--- config.mk ---
export PLATFORM = sky130hd
export DESIGN_NAME = baud_share_arbiter
export DESIGN_NICKNAME = d
export VERILOG_FILES = /design/src/rtl/baud_arb_pkg.sv /design/src/rtl/baud_share_arbiter_rr_pick.sv /design/src/rtl/baud_share_arbiter.sv
export SDC_FILE = /design/constraint.sdc
export NUM_CORES = 1
export LEC_CHECK = 0
export CAP_MARGIN = 30
export CORE_ASPECT_RATIO = 1.25
export CORE_MARGIN = 4
export CORE_UTILIZATION = 35
export CTS_BUF_LIST = sky130_fd_sc_hd__clkbuf_4
export CTS_CLUSTER_DIAMETER = 40
export DETAILED_ROUTE_END_ITERATION = 6
export SLEW_MARGIN = 0
export SYNTH_ARGS = -nofsm -noshare
export SYNTH_HDL_FRONTEND = slang
export SYNTH_HIERARCHICAL = 1
export SYNTH_SLANG_ARGS = --single-unit
--- constraint.sdc ---
create_clock -name Clk -period 2.61 [get_ports Clk]
set_input_delay 0.522 -clock Clk [delete_from_list [all_inputs] [get_ports Clk]]
set_output_delay 0.522 -clock Clk [all_outputs]
set_load 0.05 [all_outputs]
--- src/rtl/baud_arb_pkg.sv ---
// Shared types and constants for the baud-generator sharing arbiter.
package baud_arb_pkg;

    localparam int unsigned BAUD_CODE_MAX = 9;
    localparam int unsigned BAUD_SEL_W    = 4;
    localparam int unsigned HOLD_W        = 16;
    localparam int unsigned SETTLE_W      = 8;

    typedef enum logic [2:0] {
        IDLE   = 3'd0,
        ARB    = 3'd1,
        LOAD   = 3'd2,
        SETTLE = 3'd3,
        ACTIVE = 3'd4
    } arb_state_e;

    function automatic logic code_valid(input logic [BAUD_SEL_W-1:0] code);
        return (code <= BAUD_SEL_W'(BAUD_CODE_MAX));
    endfunction

endpackage

--- src/rtl/baud_share_arbiter_rr_pick.sv ---
// Combinational round-robin picker: first asserted request at or after ptr,
// wrapping modulo N.
module rr_pick #(
    parameter int N     = 4,
    parameter int PTR_W = (N > 1) ? $clog2(N) : 1
) (
    input  logic [N-1:0]     Req,
    input  logic [PTR_W-1:0] ptr,
    output logic             found,
    output logic [PTR_W-1:0] idx
);

    localparam logic [PTR_W:0] N_W = (PTR_W + 1)'(N);

    logic [N-1:0]   rot_s;
    logic [PTR_W:0] off_s;
    logic [PTR_W:0] sum_s;

    // Rotate so that bit 0 is the request at ptr, then take the lowest set bit.
    always_comb begin
        rot_s = N'({Req, Req} >> ptr);
        found = 1'b0;
        off_s = '0;
        for (int k = N - 1; k >= 0; k--) begin
            if (rot_s[k]) begin
                found = 1'b1;
                off_s = (PTR_W + 1)'(k);
            end else begin
                found = found;
            end
        end
        sum_s = {1'b0, ptr} + off_s;
        if (sum_s >= N_W) begin
            idx = PTR_W'(sum_s - N_W);
        end else begin
            idx = sum_s[PTR_W-1:0];
        end
    end

endmodule

--- src/rtl/baud_share_arbiter.sv ---
// Arbitrates one baud-rate generator among N_REQ UART channels, re-initialising
// the generator on each ownership change and flagging when its clock is usable.
module baud_share_arbiter
    import baud_arb_pkg::*;
#(
    parameter int                  N_REQ         = 4,
    parameter logic [SETTLE_W-1:0] SETTLE_CYCLES = 8'd2,
    parameter logic [HOLD_W-1:0]   HOLD_MAX      = 16'd0
) (
    input  logic                  Clk,
    input  logic                  Reset_n,
    input  logic [N_REQ-1:0]      Req,
    input  logic [4*N_REQ-1:0]    Req_sel,
    output logic [N_REQ-1:0]      Grant,
    output logic                  Ready,
    output logic [N_REQ-1:0]      Err,
    output logic                  Busy,
    output logic [BAUD_SEL_W-1:0] Baud_select,
    output logic                  Gen_reset
);

    localparam int PTR_W = (N_REQ > 1) ? $clog2(N_REQ) : 1;

    arb_state_e            state_q, state_d;
    logic [PTR_W-1:0]      ptr_q, ptr_d;
    logic [SETTLE_W-1:0]   settle_q, settle_d;
    logic [HOLD_W-1:0]     hold_q, hold_d;
    logic [N_REQ-1:0]      req_q;
    logic [N_REQ-1:0]      grant_q, grant_d;
    logic [N_REQ-1:0]      err_q, err_d;
    logic                  ready_q, ready_d;
    logic                  busy_q, busy_d;
    logic                  gen_rst_q, gen_rst_d;
    logic [BAUD_SEL_W-1:0] sel_q, sel_d;

    logic                  pick_found_s;
    logic [PTR_W-1:0]      pick_idx_s;
    logic [PTR_W-1:0]      ptr_next_s;
    logic [BAUD_SEL_W-1:0] pick_code_s;
    logic                  pick_valid_s;
    logic [N_REQ-1:0]      pick_oh_s;
    logic [HOLD_W-1:0]     hold_inc_s;
    logic                  owner_req_s;
    logic                  others_req_s;
    logic                  hold_hit_s;

    rr_pick #(
        .N     (N_REQ),
        .PTR_W (PTR_W)
    ) u_pick (
        .Req   (Req),
        .ptr   (ptr_q),
        .found (pick_found_s),
        .idx   (pick_idx_s)
    );

    // Ownership checks use the registered Req, so a drop seen at one edge acts at the next.
    always_comb begin
        pick_code_s  = Req_sel[{pick_idx_s, 2'b00} +: BAUD_SEL_W];
        pick_valid_s = code_valid(pick_code_s);
        pick_oh_s    = N_REQ'(1'b1) << pick_idx_s;
        if (pick_idx_s == PTR_W'(N_REQ - 1)) begin
            ptr_next_s = '0;
        end else begin
            ptr_next_s = pick_idx_s + PTR_W'(1);
        end
        if (hold_q == {HOLD_W{1'b1}}) begin
            hold_inc_s = hold_q;
        end else begin
            hold_inc_s = hold_q + HOLD_W'(1);
        end
        owner_req_s  = |(req_q & grant_q);
        others_req_s = |(req_q & ~grant_q);
        hold_hit_s   = (HOLD_MAX != '0) && (hold_inc_s >= HOLD_MAX);
    end

    // State register.
    always_ff @(posedge Clk or negedge Reset_n) begin
        if (!Reset_n) begin
            state_q <= IDLE;
        end else begin
            state_q <= state_d;
        end
    end

    // Next-state logic.
    always_comb begin
        state_d = state_q;
        case (state_q)
            IDLE: begin
                if (|Req) state_d = ARB;
                else      state_d = IDLE;
            end
            ARB: begin
                if (pick_found_s && pick_valid_s) state_d = LOAD;
                else                              state_d = IDLE;
            end
            LOAD: begin
                if (owner_req_s) state_d = SETTLE;
                else             state_d = IDLE;
            end
            SETTLE: begin
                if (!owner_req_s)                     state_d = IDLE;
                else if (settle_q <= SETTLE_W'(1))    state_d = ACTIVE;
                else                                  state_d = SETTLE;
            end
            ACTIVE: begin
                if (!owner_req_s || (hold_hit_s && others_req_s)) state_d = IDLE;
                else                                              state_d = ACTIVE;
            end
            default: state_d = IDLE;
        endcase
    end

    // Output and counter next values, aligned with the state being entered.
    always_comb begin
        ptr_d    = ptr_q;
        settle_d = '0;
        hold_d   = '0;
        grant_d  = grant_q;
        sel_d    = sel_q;
        err_d    = '0;
        case (state_q)
            ARB: begin
                if (pick_found_s) begin
                    ptr_d = ptr_next_s;
                    if (pick_valid_s) begin
                        grant_d = pick_oh_s;
                        sel_d   = pick_code_s;
                    end else begin
                        err_d   = pick_oh_s;
                    end
                end else begin
                    ptr_d = ptr_q;
                end
            end
            LOAD:    settle_d = SETTLE_CYCLES;
            SETTLE:  settle_d = settle_q - SETTLE_W'(1);
            ACTIVE:  hold_d   = hold_inc_s;
            default: settle_d = '0;
        endcase
        if (state_d == IDLE) begin
            grant_d = '0;
        end else begin
            grant_d = grant_d;
        end
        ready_d   = (state_d == ACTIVE);
        busy_d    = (state_d != IDLE);
        gen_rst_d = (state_d == IDLE) || (state_d == ARB) || (state_d == LOAD);
    end

    // Datapath and output registers.
    always_ff @(posedge Clk or negedge Reset_n) begin
        if (!Reset_n) begin
            ptr_q     <= '0;
            settle_q  <= '0;
            hold_q    <= '0;
            req_q     <= '0;
            grant_q   <= '0;
            err_q     <= '0;
            ready_q   <= 1'b0;
            busy_q    <= 1'b0;
            gen_rst_q <= 1'b1;
            sel_q     <= '0;
        end else begin
            ptr_q     <= ptr_d;
            settle_q  <= settle_d;
            hold_q    <= hold_d;
            req_q     <= Req;
            grant_q   <= grant_d;
            err_q     <= err_d;
            ready_q   <= ready_d;
            busy_q    <= busy_d;
            gen_rst_q <= gen_rst_d;
            sel_q     <= sel_d;
        end
    end

    assign Grant       = grant_q;
    assign Ready       = ready_q;
    assign Err         = err_q;
    assign Busy        = busy_q;
    assign Baud_select = sel_q;
    assign Gen_reset   = gen_rst_q;

endmodule

==> flow_summary.json <==
{
  "root_buffer": "clkbuf_4",
  "clock.fmax_mhz": 372.9,
  "skew_ps": 9.141,
  "status": "complete, but fails checks",
  "grt_setup_unrepaired": "true",
  "cts_tree": "yes",
  "drc": 0,
  "swShare_pct": 41.73,
  "crit_family": "multiplexers",
  "fillers": 403,
  "die_h_um": 83.72,
  "post_drt_wl_per_cell_um": 14.00,
  "setup_viol": 6,
  "endpoint_kind": "flip-flop",
  "drt_pass1_iterations": 4,
  "grtUsageMet2_pct": 22.15,
  "yosys.area.top_type": "dfrtp_1",
  "drt_wl_total_mm": 3.585,
  "fp.dieW_um": 68.58,
  "clk_path_buf_depth": 2,
  "critPathMaxStageDelay_ps": 430,
  "clock_sinks": 32,
  "cts_made_buffers": 5,
  "worst_pin_slew_ps": 517.2,
  "yosysMostFrequentCell": "dfrtp_1",
  "antenna_found_initial": 0,
  "htreeDepth": 2,
  "syn_area_um2": 1605,
  "yosys_warnings": 6,
  "fin_crit_sh_pct": 102.7,
  "synthCells": 133,
  "gp_congestion": 0.8111,
  "period_minus_slack_ps": 2682,
  "yosys_register_bits": 32,
  "yosys-top-cells-area": "dfrtp_1 (48%), ha_1 (5.5%), mux2_4 (3.7%), mux4_1 (3.3%), a22o_1 (3.3%)",
  "cts.reportedPaths.clkPinSlew_ps": 100,
  "maxCapViolCount": 0,
  "syn_nets": 162,
  "maxSlewViolCount": 0,
  "ys_types": 39,
  "hold_path_class": "reg -> reg",
  "postCtsHoldBufs": 0,
  "layout_setup_ws_ps": -71.62,
  "via_per_inst": 4.906,
  "crit_arrival_ps": 2890,
  "whs_ps": 519.8,
  "violations": "setup timing",
  "yosys_most_used_dff": "dfrtp_1",
  "areaGrowthSynthToFinish_pct": 44.50,
  "start_kind": "flip-flop",
  "p_seq_share_pct": 25.1,
  "worst-path-buf-inv": 0,
  "syn_avg_cell_area_um2": 12.07,
  "tns_ps": -217.1,
  "hold_violations": 0,
  "p_sw_mw": 1.295,
  "path_class": "reg -> reg",
  "grt_usage_pct": 13.87,
  "netlist_top_cells_count": "dfrtp_1 (31), nor2_1 (11), nand2_1 (8), ha_1 (7), a22o_1 (6)",
  "drt_iter0_drc": 26,
  "synth_top_area_share_pct": 48.32,
  "synth-seq-area-share_pct": 49.96,
  "insertion_delay_ps": 330,
  "antenna_left": 0,
  "irDropWorstVdd_mv": 0.7537,
  "dpl.hpwl_mm": 2.794,
  "power_per_cell_area_nw_per_um2": 1338,
  "grt_use_met3_pct": 3.908,
  "nets": 226,
  "grt_pass1_wl_mm": 6.072,
  "p_leak_nw": 1.055,
  "grt_util_met1_pct": 17.34,
  "gr-total-overflow": 0,
  "p_comb_share_pct": 65.7,
  "worstPathRequired_ps": 2820,
  "p_int_mw": 1.809,
  "cpMaxStageDelayCell": "dfrtp_1",
  "first_global_vias": 1303,
  "initial_utilization_pct": 36.27,
  "die-area_um2": 5741,
  "regArea_um2": 802.0,
  "antenna_cells": 0,
  "p_clk_share_pct": 9.1,
  "core_um2": 4425,
  "async_flop_share_pct": 100.0,
  "multi_input_area_um2": 839.6,
  "top_usage_layer": "met2",
  "vias": 1256,
  "critical_path_peak_fanout": 4,
  "portBuffers": 36,
  "synth-edff-count": 0,
  "grt_max_degree": 33,
  "rows": 27,
  "timing.slew.headroom_pct": 65.41,
  "crit_path_cell_trace": "nand2b_4 -> a21oi_2 -> o22ai_1 -> o21a_1 -> ha_4 -> xnor2_4 -> xnor2_2 -> mux4_2 -> o21ai_2 -> and2b_2 -> mux2_4",
  "ios": 37,
  "drive_above_1_share_pct": 28.28
}
-- layout by cell type, fill, tap and decap left out, drive strengths merged, types with 3 or more instances in the layout --
cell and instances:
a21oi 4, a22o 6, and2 4, buf 23, clkbuf 8, clkdlybuf4s50 32
dfrtp 31, ha 7, inv 4, mux2 5, mux4 4, nand2 8
nand2b 5, nor2 11, nor2b 3, o211ai 4, o21ai 3, o22ai 3
xnor2 4
-- registers in the layout, indices dropped and copies added, names as in the netlist --
name         count
ptr_q            2
req_q            4
Ready            1
Err              4
Busy             1
Gen_reset        1
settle_q         8
Grant            4
state_q          3
Baud_select      4
-- final timing paths --
path                                        from  slack [ps]  depth (start not counted)                         end
max in group asynchronous                Reset_n        1700                          2         Gen_reset$_DFF_PN1_
min in group asynchronous                Reset_n         590                          2       settle_q[2]$_DFF_PN0_
hold / removal             settle_q[0]$_DFF_PN0_         520                          1       settle_q[0]$_DFF_PN0_
setup reg to reg            ptr_q[1]$_DFFE_PN0P_         -70                         11  Baud_select[0]$_DFFE_PN0P_
setup / recovery            ptr_q[1]$_DFFE_PN0P_         -70                         11  Baud_select[0]$_DFFE_PN0P_
hold reg to reg            settle_q[0]$_DFF_PN0_         520                          1       settle_q[0]$_DFF_PN0_
-- what timing repair did --
item,CTS,global route
setup buffers,4,2
pin swaps,2,6
setup endpoints to repair,15,15
gates resized for setup,11,5
-- per-layer routing --
metal	share of wire (%)	wire length (µm)
met1	42	1494
met2	53	1914
met4	1.6	59
met3	3.2	116
met5	0	0
-- cell type report --
type                            count  area share [%]
Timing Repair Buffer               59           22.71
Sequential cell                    32           34.57
Inverter                            5          0.9709
Multi-Input combinational cell     94           36.19
Clock inverter                      1          0.1618
Tap cell                           58           3.128
Clock buffer                        7           2.265
-- through the flow --
| stage | cells | instance area [µm²] | setup WS [ps] | total power [mW] | utilization (%) |
|---|---|---|---|---|---|
| floorplan | 133 | 1644 | -170.3 | 2.076 | - |
| global placement | 244 | 2197 | -667.6 | 2.636 | 49.65 |
| detailed placement | 244 | 2197 | -813.0 | 2.668 | 49.65 |
| CTS | 256 | 2301 | -96.74 | 3.082 | 51.99 |
| global route | 256 | 2320 | -183.7 | 3.331 | 52.42 |
| finish | 256 | 2320 | -71.62 | 3.104 | 52.42 |
-- logic make-up (layout without fill, tap and decap cells) --
logic type / Yosys count / after routing / share of synthesized area (%)
XOR/XNOR: 6 / 6 / 3.274
adder cells (fa/ha/maj): 7 / 7 / 5.456
flip-flops: 32 / 32 / 49.96
buffers and inverters: 7 / 72 / 2.572
AO/OA/AOI/OAI: 29 / 29 / 14.03
multiplexers: 9 / 9 / 10.52
AND/OR/NAND/NOR: 43 / 43 / 14.18
-- power groups by stage --
stage               logic (mW)  registers [mW]  clock network [mW]
finish                    2.04           0.780               0.283
global route              2.21           0.810               0.315
CTS                       2.00           0.782               0.299
detailed placement        1.88           0.789                   0
global placement          1.85           0.786                   0
floorplan                 1.02            1.06                   0
Note: power is estimated with default switching activity, not from simulation.
